$ cat src/rtl/hazard_unit_pkg.sv
// Shared encodings for the hazard unit: bypass selects, divider-wait states,
// and the E-stage forwarding priority function.
package hazard_unit_pkg;

    localparam logic [1:0] FWD_NONE = 2'b00;
    localparam logic [1:0] FWD_WB   = 2'b01;
    localparam logic [1:0] FWD_MEM  = 2'b10;

    typedef enum logic [1:0] {
        DIV_IDLE = 2'b00,
        DIV_BUSY = 2'b01,
        DIV_DONE = 2'b10
    } div_state_e;

    // M beats W; $0 is hardwired so it never takes a bypass.
    function automatic logic [1:0] fwd_sel(
        input logic [4:0] src,
        input logic [4:0] wr_m,
        input logic       regwr_m,
        input logic [4:0] wr_w,
        input logic       regwr_w
    );
        if (src == 5'd0)                       return FWD_NONE;
        else if (regwr_m && (src == wr_m))     return FWD_MEM;
        else if (regwr_w && (src == wr_w))     return FWD_WB;
        else                                   return FWD_NONE;
    endfunction

endpackage

$ cat src/rtl/hazard_unit_if.sv
// Bundle between the 5-stage datapath (master) and the hazard unit (slave).
interface hazard_unit_if;

    logic [4:0] rsD, rtD, rsE, rtE;
    logic [4:0] writeregE, writeregM, writeregW;
    logic       regwriteE, regwriteM, regwriteW;
    logic       memtoRegE, memtoRegM;
    logic       branchD, jrD;
    logic       div_startE, div_readyE;
    logic       forwardAD, forwardBD;
    logic [1:0] forwardAE, forwardBE;
    logic       stallF, stallD, stallE, flushE;
    logic       div_busy, div_err;

    modport master (
        output rsD, rtD, rsE, rtE, writeregE, writeregM, writeregW,
               regwriteE, regwriteM, regwriteW, memtoRegE, memtoRegM,
               branchD, jrD, div_startE, div_readyE,
        input  forwardAD, forwardBD, forwardAE, forwardBE,
               stallF, stallD, stallE, flushE, div_busy, div_err
    );

    modport slave (
        input  rsD, rtD, rsE, rtE, writeregE, writeregM, writeregW,
               regwriteE, regwriteM, regwriteW, memtoRegE, memtoRegM,
               branchD, jrD, div_startE, div_readyE,
        output forwardAD, forwardBD, forwardAE, forwardBE,
               stallF, stallD, stallE, flushE, div_busy, div_err
    );

endinterface

$ cat src/rtl/hazard_unit_div_stall_fsm.sv
// Freezes F/D/E while a multi-cycle divide is in flight, with a watchdog
// that gives up after DIV_TIMEOUT busy cycles and latches a sticky error.
module div_stall_fsm
    import hazard_unit_pkg::*;
#(
    parameter int DIV_TIMEOUT = 64,
    parameter int CNT_W       = 7
) (
    input  logic clk,
    input  logic rst,
    input  logic div_start_i,
    input  logic div_ready_i,
    output logic divstall_o,
    output logic div_busy_o,
    output logic div_err_o
);

    localparam logic [CNT_W-1:0] CNT_LAST = CNT_W'(DIV_TIMEOUT - 1);

    div_state_e       state_q, state_d;
    logic [CNT_W-1:0] cnt_q, cnt_d;
    logic             err_q, err_d;
    logic             divstall, busy;

    always_ff @(posedge clk) begin
        if (rst) begin
            state_q <= DIV_IDLE;
            cnt_q   <= '0;
            err_q   <= 1'b0;
        end else begin
            state_q <= state_d;
            cnt_q   <= cnt_d;
            err_q   <= err_d;
        end
    end

    always_comb begin
        state_d  = state_q;
        cnt_d    = cnt_q;
        err_d    = err_q;
        divstall = 1'b0;
        busy     = 1'b0;
        unique case (state_q)
            DIV_IDLE: begin
                // A ready arriving with the start is ignored: divider latency is >=1.
                cnt_d = '0;
                if (div_start_i) begin
                    state_d  = DIV_BUSY;
                    divstall = 1'b1;
                end
            end
            DIV_BUSY: begin
                divstall = 1'b1;
                busy     = 1'b1;
                cnt_d    = cnt_q + CNT_W'(1);
                if (div_ready_i) begin
                    state_d = DIV_DONE;
                end else if (cnt_q == CNT_LAST) begin
                    state_d = DIV_DONE;
                    err_d   = 1'b1;
                end
            end
            // One release cycle so the still-held start does not re-trigger.
            DIV_DONE: state_d = DIV_IDLE;
            default:  state_d = DIV_IDLE;
        endcase
    end

    assign divstall_o = divstall & ~rst;
    assign div_busy_o = busy & ~rst;
    assign div_err_o  = err_q;

endmodule

$ cat src/rtl/hazard_unit.sv
// Pipeline hazard unit: bypass selects, load-use and branch-operand stalls,
// and the divider freeze, all combinational on the current stage contents.
module hazard_unit
    import hazard_unit_pkg::*;
#(
    parameter int DIV_TIMEOUT = 64,
    parameter int CNT_W       = 7
) (
    input  logic          clk,
    input  logic          rst,
    hazard_unit_if.slave  hz
);

    logic lwstall, brstall, divstall, div_busy, div_err;
    logic hit_e, hit_m;

    div_stall_fsm #(
        .DIV_TIMEOUT (DIV_TIMEOUT),
        .CNT_W       (CNT_W)
    ) u_div_stall_fsm (
        .clk         (clk),
        .rst         (rst),
        .div_start_i (hz.div_startE),
        .div_ready_i (hz.div_readyE),
        .divstall_o  (divstall),
        .div_busy_o  (div_busy),
        .div_err_o   (div_err)
    );

    assign lwstall = hz.memtoRegE && (hz.rtE != 5'd0) &&
                     ((hz.rtE == hz.rsD) || (hz.rtE == hz.rtD));

    // Branch/jr read operands in D, so an E result or an M load is not yet bypassable.
    assign hit_e   = hz.regwriteE && (hz.writeregE != 5'd0) &&
                     ((hz.writeregE == hz.rsD) || (hz.writeregE == hz.rtD));
    assign hit_m   = hz.memtoRegM && (hz.writeregM != 5'd0) &&
                     ((hz.writeregM == hz.rsD) || (hz.writeregM == hz.rtD));
    assign brstall = (hz.branchD || hz.jrD) && (hit_e || hit_m);

    assign hz.forwardAE = rst ? FWD_NONE :
        fwd_sel(hz.rsE, hz.writeregM, hz.regwriteM, hz.writeregW, hz.regwriteW);
    assign hz.forwardBE = rst ? FWD_NONE :
        fwd_sel(hz.rtE, hz.writeregM, hz.regwriteM, hz.writeregW, hz.regwriteW);

    assign hz.forwardAD = ~rst && (hz.rsD != 5'd0) && (hz.rsD == hz.writeregM) && hz.regwriteM;
    assign hz.forwardBD = ~rst && (hz.rtD != 5'd0) && (hz.rtD == hz.writeregM) && hz.regwriteM;

    assign hz.stallF   = ~rst && (lwstall || brstall || divstall);
    assign hz.stallD   = ~rst && (lwstall || brstall || divstall);
    assign hz.stallE   = divstall;
    assign hz.flushE   = ~rst && (lwstall || brstall) && ~divstall;
    assign hz.div_busy = div_busy;
    assign hz.div_err  = div_err;

endmodule

$ cat src/flat_wrapper.sv
// flat-port wrapper written by rule: the top's interface ports become plain ports
module hazard_unit_flat import hazard_unit_pkg::*;
#(
    parameter int DIV_TIMEOUT = 64,
    parameter int CNT_W       = 7
)
  (clk, rst, hz_rsD, hz_rtD, hz_rsE, hz_rtE, hz_writeregE, hz_writeregM, hz_writeregW, hz_regwriteE, hz_regwriteM, hz_regwriteW, hz_memtoRegE, hz_memtoRegM, hz_branchD, hz_jrD, hz_div_startE, hz_div_readyE, hz_forwardAD, hz_forwardBD, hz_forwardAE, hz_forwardBE, hz_stallF, hz_stallD, hz_stallE, hz_flushE, hz_div_busy, hz_div_err);
  hazard_unit_if hz_i ();
  input  logic clk;
  input  logic rst;
  input wire logic [$bits(hz_i.rsD)-1:0] hz_rsD;
  input wire logic [$bits(hz_i.rtD)-1:0] hz_rtD;
  input wire logic [$bits(hz_i.rsE)-1:0] hz_rsE;
  input wire logic [$bits(hz_i.rtE)-1:0] hz_rtE;
  input wire logic [$bits(hz_i.writeregE)-1:0] hz_writeregE;
  input wire logic [$bits(hz_i.writeregM)-1:0] hz_writeregM;
  input wire logic [$bits(hz_i.writeregW)-1:0] hz_writeregW;
  input wire logic [$bits(hz_i.regwriteE)-1:0] hz_regwriteE;
  input wire logic [$bits(hz_i.regwriteM)-1:0] hz_regwriteM;
  input wire logic [$bits(hz_i.regwriteW)-1:0] hz_regwriteW;
  input wire logic [$bits(hz_i.memtoRegE)-1:0] hz_memtoRegE;
  input wire logic [$bits(hz_i.memtoRegM)-1:0] hz_memtoRegM;
  input wire logic [$bits(hz_i.branchD)-1:0] hz_branchD;
  input wire logic [$bits(hz_i.jrD)-1:0] hz_jrD;
  input wire logic [$bits(hz_i.div_startE)-1:0] hz_div_startE;
  input wire logic [$bits(hz_i.div_readyE)-1:0] hz_div_readyE;
  output wire logic [$bits(hz_i.forwardAD)-1:0] hz_forwardAD;
  output wire logic [$bits(hz_i.forwardBD)-1:0] hz_forwardBD;
  output wire logic [$bits(hz_i.forwardAE)-1:0] hz_forwardAE;
  output wire logic [$bits(hz_i.forwardBE)-1:0] hz_forwardBE;
  output wire logic [$bits(hz_i.stallF)-1:0] hz_stallF;
  output wire logic [$bits(hz_i.stallD)-1:0] hz_stallD;
  output wire logic [$bits(hz_i.stallE)-1:0] hz_stallE;
  output wire logic [$bits(hz_i.flushE)-1:0] hz_flushE;
  output wire logic [$bits(hz_i.div_busy)-1:0] hz_div_busy;
  output wire logic [$bits(hz_i.div_err)-1:0] hz_div_err;
  assign hz_i.rsD = hz_rsD;
  assign hz_i.rtD = hz_rtD;
  assign hz_i.rsE = hz_rsE;
  assign hz_i.rtE = hz_rtE;
  assign hz_i.writeregE = hz_writeregE;
  assign hz_i.writeregM = hz_writeregM;
  assign hz_i.writeregW = hz_writeregW;
  assign hz_i.regwriteE = hz_regwriteE;
  assign hz_i.regwriteM = hz_regwriteM;
  assign hz_i.regwriteW = hz_regwriteW;
  assign hz_i.memtoRegE = hz_memtoRegE;
  assign hz_i.memtoRegM = hz_memtoRegM;
  assign hz_i.branchD = hz_branchD;
  assign hz_i.jrD = hz_jrD;
  assign hz_i.div_startE = hz_div_startE;
  assign hz_i.div_readyE = hz_div_readyE;
  assign hz_forwardAD = hz_i.forwardAD;
  assign hz_forwardBD = hz_i.forwardBD;
  assign hz_forwardAE = hz_i.forwardAE;
  assign hz_forwardBE = hz_i.forwardBE;
  assign hz_stallF = hz_i.stallF;
  assign hz_stallD = hz_i.stallD;
  assign hz_stallE = hz_i.stallE;
  assign hz_flushE = hz_i.flushE;
  assign hz_div_busy = hz_i.div_busy;
  assign hz_div_err = hz_i.div_err;
  hazard_unit #(.DIV_TIMEOUT(DIV_TIMEOUT), .CNT_W(CNT_W)) u_core (.clk(clk), .rst(rst), .hz(hz_i));
endmodule
$ cat config.mk
export PLATFORM = sky130hd
export DESIGN_NAME = hazard_unit_flat
export DESIGN_NICKNAME = d
export VERILOG_FILES = /design/src/rtl/hazard_unit_pkg.sv /design/src/rtl/hazard_unit_if.sv /design/src/rtl/hazard_unit_div_stall_fsm.sv /design/src/rtl/hazard_unit.sv /design/src/flat_wrapper.sv
export SDC_FILE = /design/constraint.sdc
export NUM_CORES = 1
export LEC_CHECK = 0
export ABC_AREA = 1
export CAP_MARGIN = 20
export CELL_PAD_IN_SITES_DETAIL_PLACEMENT = 1
export CELL_PAD_IN_SITES_GLOBAL_PLACEMENT = 1
export CORE_ASPECT_RATIO = 0.6
export CORE_MARGIN = 2
export CORE_UTILIZATION = 27
export DETAILED_ROUTE_END_ITERATION = 7
export PLACE_DENSITY_LB_ADDON = 0.1
export RECOVER_POWER = 100
export SLEW_MARGIN = 25
export SYNTH_ARGS = -nofsm -noshare
export SYNTH_HDL_FRONTEND = slang
export SYNTH_SLANG_ARGS = --single-unit
$ cat constraint.sdc
create_clock -name clk -period 2.4 [get_ports clk]
set_clock_uncertainty 0.05 [all_clocks]
set_input_delay 0.6 -clock clk [delete_from_list [all_inputs] [get_ports clk]]
set_output_delay 0.6 -clock clk [all_outputs]
set_load 0.005 [all_outputs]
==> results list <==
* Wire length after detailed routing: ~6600 um
* Wire length of the first global-routing pass: approximately 10,000 um
* Top area cells in the synthesized netlist: sky130_fd_sc_hd__nand2_1 20%, sky130_fd_sc_hd__dfxtp_1 15%, sky130_fd_sc_hd__inv_1 8.6%
- RSZ-0062 raised after global routing: true
* Type of destination of the critical path: output pin
* Sink Count: 10
- Summing internal, switching and leakage power gives ~760 uW.
* Sequential share of the synthesized area: between 10% and 20%
* Detailed Place HPWL: roughly 5000 um
- The worst-case IR drop observed on VDD is roughly 0.16 mV.
- In the synthesized netlist the dominant register cell turns out to be sky130_fd_sc_hd__dfxtp_1.
* Start point of the critical path: hz_regwriteW
* Overall Global Routing Usage: 23.8%
- The checks that failed: negative setup slack.
- The count of nets left with antenna violations once routing finished came out at 0.
- Maximum count of clock buffers along a single path: 2
* Initial antenna violation count: 0
* Sw power: ~270 uW
* Clock group share of total power: 28.9%
* Most frequently used cell type in the post-synthesis netlist: sky130_fd_sc_hd__nand2_1
- After detailed routing, the average wire length per cell comes to 16.0 um.
- Ratio of cells with drive above 1 in the final layout: a little over two fifths
* Clock edge transition at the registers on the reported setup and hold paths: roughly 50 ps
- The path class of the tightest hold or removal check is register to register.
- In this run the cell area of the synthesized design comes to 1350 um^2.
- For this run, the number of Yosys warnings is 0.
- Element type at the critical path start: input pin
- Setup slack on the worst reg-to-reg path comes out at slightly below 1000 ps.
* Static leakage: about 1.3 nW
- The number of antenna diodes in the final layout is 0.
* Result of the run: complete, but fails checks
- At the end of the flow, the number of nets in the layout was a little under 400.
- Global placement routability congestion: between 0.8 and 0.9
- Launch instance of the worst min-delay path: u_core.u_div_stall_fsm.div_err_o
- By count the netlist is led by 73 x sky130_fd_sc_hd__nand2_1, 31 x sky130_fd_sc_hd__inv_1, 29 x sky130_fd_sc_hd__nor2_1.
- Areal power density over the cells: ~310 nW/um^2
- For this run, the detailed router's first-pass iteration total came to 4.
* Count of cells along the worst hold path: 2
- H-tree levels: 1
* Critical path type: input pin to output pin
- Num rows: 19
- Synthesis produced about 240 cells.
* Final setup violation count: 1
- Detailed-route vias per instance: about 5
* Async SR Flop Fraction: 0%
- Starting utilization of the core area: slightly below 30%
* Number of enable-type register cells in the synthesized netlist: 0
* Peak Freq: between 400 and 500 MHz
- Remaining routing DRC violations: 0
* Arrival @ worst endpoint: ~1800 ps
* Boundary Pins: 58
* Die Span X: between 90 and 100 um
* Post-synthesis register bit count: 10
- Capturing point of the worst reg2reg path: u_core.u_div_stall_fsm.cnt_q[6]
* Total nets after synthesis: 291
- Worst Reg2Reg Path Length in Cells: 6
* Maximum Capacitance Violations: 0
- Net switching fraction of the power: around a third
- Die area: 5610 um^2
* Worst setup slack after placement: -1000 ps
- Port Buf Inserts: between 50 and 60
- Summed over all layers, the global routing overflow is 0.
* Iteration-0 DRC count of the detailed router: slightly below 80
- In this run the worst path has a maximum fanout of 2.
- Combinational fraction of design power: 48.2%
- Final hold viol count: 0
- Inserted Clock Buffers: 3
- After layout, the worst path uses 102% of the clock period.
- From synthesis to final layout, the design area changed by 84.5%.
- The region available for standard cell placement spans around 4700 um^2.
* Leading area contributor after synthesis: sky130_fd_sc_hd__nand2_1
* Number of distinct library cell variants in the gate-level netlist after synthesis: 31
* Vias in the first global route: 2,059
- Number of slew-limit violations in the final report: 0
- At the pin with the least slew margin, the transition time is roughly 360 ps.
- Data required time of the critical path: roughly 1800 ps
- Sequential cells burn ~23% of the power.
- Internal Pwr Total: approximately 500 uW
* Die height: about 59 um
- Final Critical Period: 2440 ps
* Endpoint of the worst hold-timing path: u_core.u_div_stall_fsm.div_err_o
- Setup slack after layout: -36.8 ps
- Entering global routing, the biggest net connects 10 pins.
- Insertion delay of the later-clocked pin in the worst-skew pair: 250 ps
- Dividing the synthesized area by the synthesized cell count gives roughly 5.5 um^2.
- In this run the critical register-to-register path is launched from u_core.u_div_stall_fsm.cnt_q[0].
- TritonCTS clock tree: yes
- Share of Yosys cell area claimed by the top area cell type: between 20% and 30%
- Root buffer cell: sky130_fd_sc_hd__clkbuf_8
- Headroom to the max-slew limit: between 70% and 80%
* Via count: 1,997
-- registers in the layout, summed over array words and instances (netlist names) --
signal                            cells
u_core.u_div_stall_fsm.cnt_q          7
u_core.u_div_stall_fsm.div_err_o      1
u_core.u_div_stall_fsm.state_q        2
-- area by class of cell --
class	instances	area, um^2
inverters	41	169
well taps	63	78.8
clock buffers	4	55.1
flip-flops and latches	10	200
repair buffers	107	875
fillers	635	2190
multi-input cells	185	1120
-- how the worst max path moves through the flow --
stage          slack, ps  depth (start not counted)              end
2_1_floorplan        210                         13        hz_stallF
3_3_place_gp       -1010                         15        hz_stallF
3_5_place_dp       -1000                         15        hz_stallD
4_1_cts              0.2                         14        hz_flushE
5_1_grt              -60                          6  hz_forwardBE[0]
6_report             -40                          6  hz_forwardBE[0]
-- power groups by stage --
stage          Sequential (mW)  Clock (mW)  Combinational, mW
2_1_floorplan            0.175           0              0.134
3_3_place_gp             0.177           0              0.321
3_5_place_dp             0.178           0              0.329
4_1_cts                  0.174       0.226              0.351
5_1_grt                  0.175       0.236              0.399
6_report                 0.174       0.221              0.368
-- cell usage in the layout (no fill, tap or decap), types with 4 or more instances in the layout --
master,count
sky130_fd_sc_hd__a21oi_1,5
sky130_fd_sc_hd__xor2_1,11
sky130_fd_sc_hd__nor3_1,6
sky130_fd_sc_hd__clkbuf_2,4
sky130_fd_sc_hd__xnor2_2,4
sky130_fd_sc_hd__inv_2,18
sky130_fd_sc_hd__buf_2,18
sky130_fd_sc_hd__dfxtp_1,10
sky130_fd_sc_hd__xnor2_1,6
sky130_fd_sc_hd__clkdlybuf4s50_1,7
sky130_fd_sc_hd__buf_6,11
sky130_fd_sc_hd__nand2_1,65
sky130_fd_sc_hd__buf_4,45
sky130_fd_sc_hd__inv_1,18
sky130_fd_sc_hd__inv_4,4
sky130_fd_sc_hd__a21oi_2,4
sky130_fd_sc_hd__buf_8,5
sky130_fd_sc_hd__clkbuf_8,4
sky130_fd_sc_hd__nand3_1,9
sky130_fd_sc_hd__nor2_1,24
sky130_fd_sc_hd__nand2_2,9
sky130_fd_sc_hd__nor2_2,7
sky130_fd_sc_hd__dlygate4sd2_1,9
-- per-stage QoR --
stage	TNS (ps)	instances	utilization, %	hold slack [ps]	instance area, um^2
after floorplan	0	244	-	406	1350
after global placement	-7900	398	48.4	407	2270
after detailed placement	-8070	398	48.4	415	2270
after CTS	0	409	52.5	430	2460
after global routing	-298	410	53.2	461	2490
final	-36.8	410	53.2	423	2490
-- what timing repair did --
item                                    4_1_cts  5_1_grt
buffers inserted                             11        2
pin swaps                                    40       24
hold buffers                                  0        0
endpoints found under the setup margin       11       10
endpoints found under the hold margin         0        0
resized for setup                           217       29
-- critical path: stages --
cell and delay (ps):
sky130_fd_sc_hd__clkdlybuf4s50_1 460, sky130_fd_sc_hd__nand2_1 110, sky130_fd_sc_hd__a21oi_2 170, sky130_fd_sc_hd__o221ai_2 140, sky130_fd_sc_hd__nor4_4 160, sky130_fd_sc_hd__buf_2 150
-- per-layer routing --
| metal | vias up | part of all wire, % | GRT usage, % |
|---|---|---|---|
| met5 | - | 0 | 0 |
| met4 | 0 | 1.2 | 3.31 |
| met3 | 9 | 4.2 | 4.23 |
| met2 | 63 | 43 | 36.9 |
| met1 | 941 | 52 | 35.3 |
| li1 | 984 | - | - |
-- kinds of logic after synthesis --
logic type               count (synthesis)  synth area share (%)
adder cells (fa/ha/maj)                  1                 0.926
AND/OR/NAND/NOR                        136                  42.6
XOR/XNOR                                22                  14.3
AO/OA/AOI/OAI                           26                  12.3
flip-flops                              10                  14.8
buffers and inverters                   49                  15.1
Power figures use the tool's default switching activity.
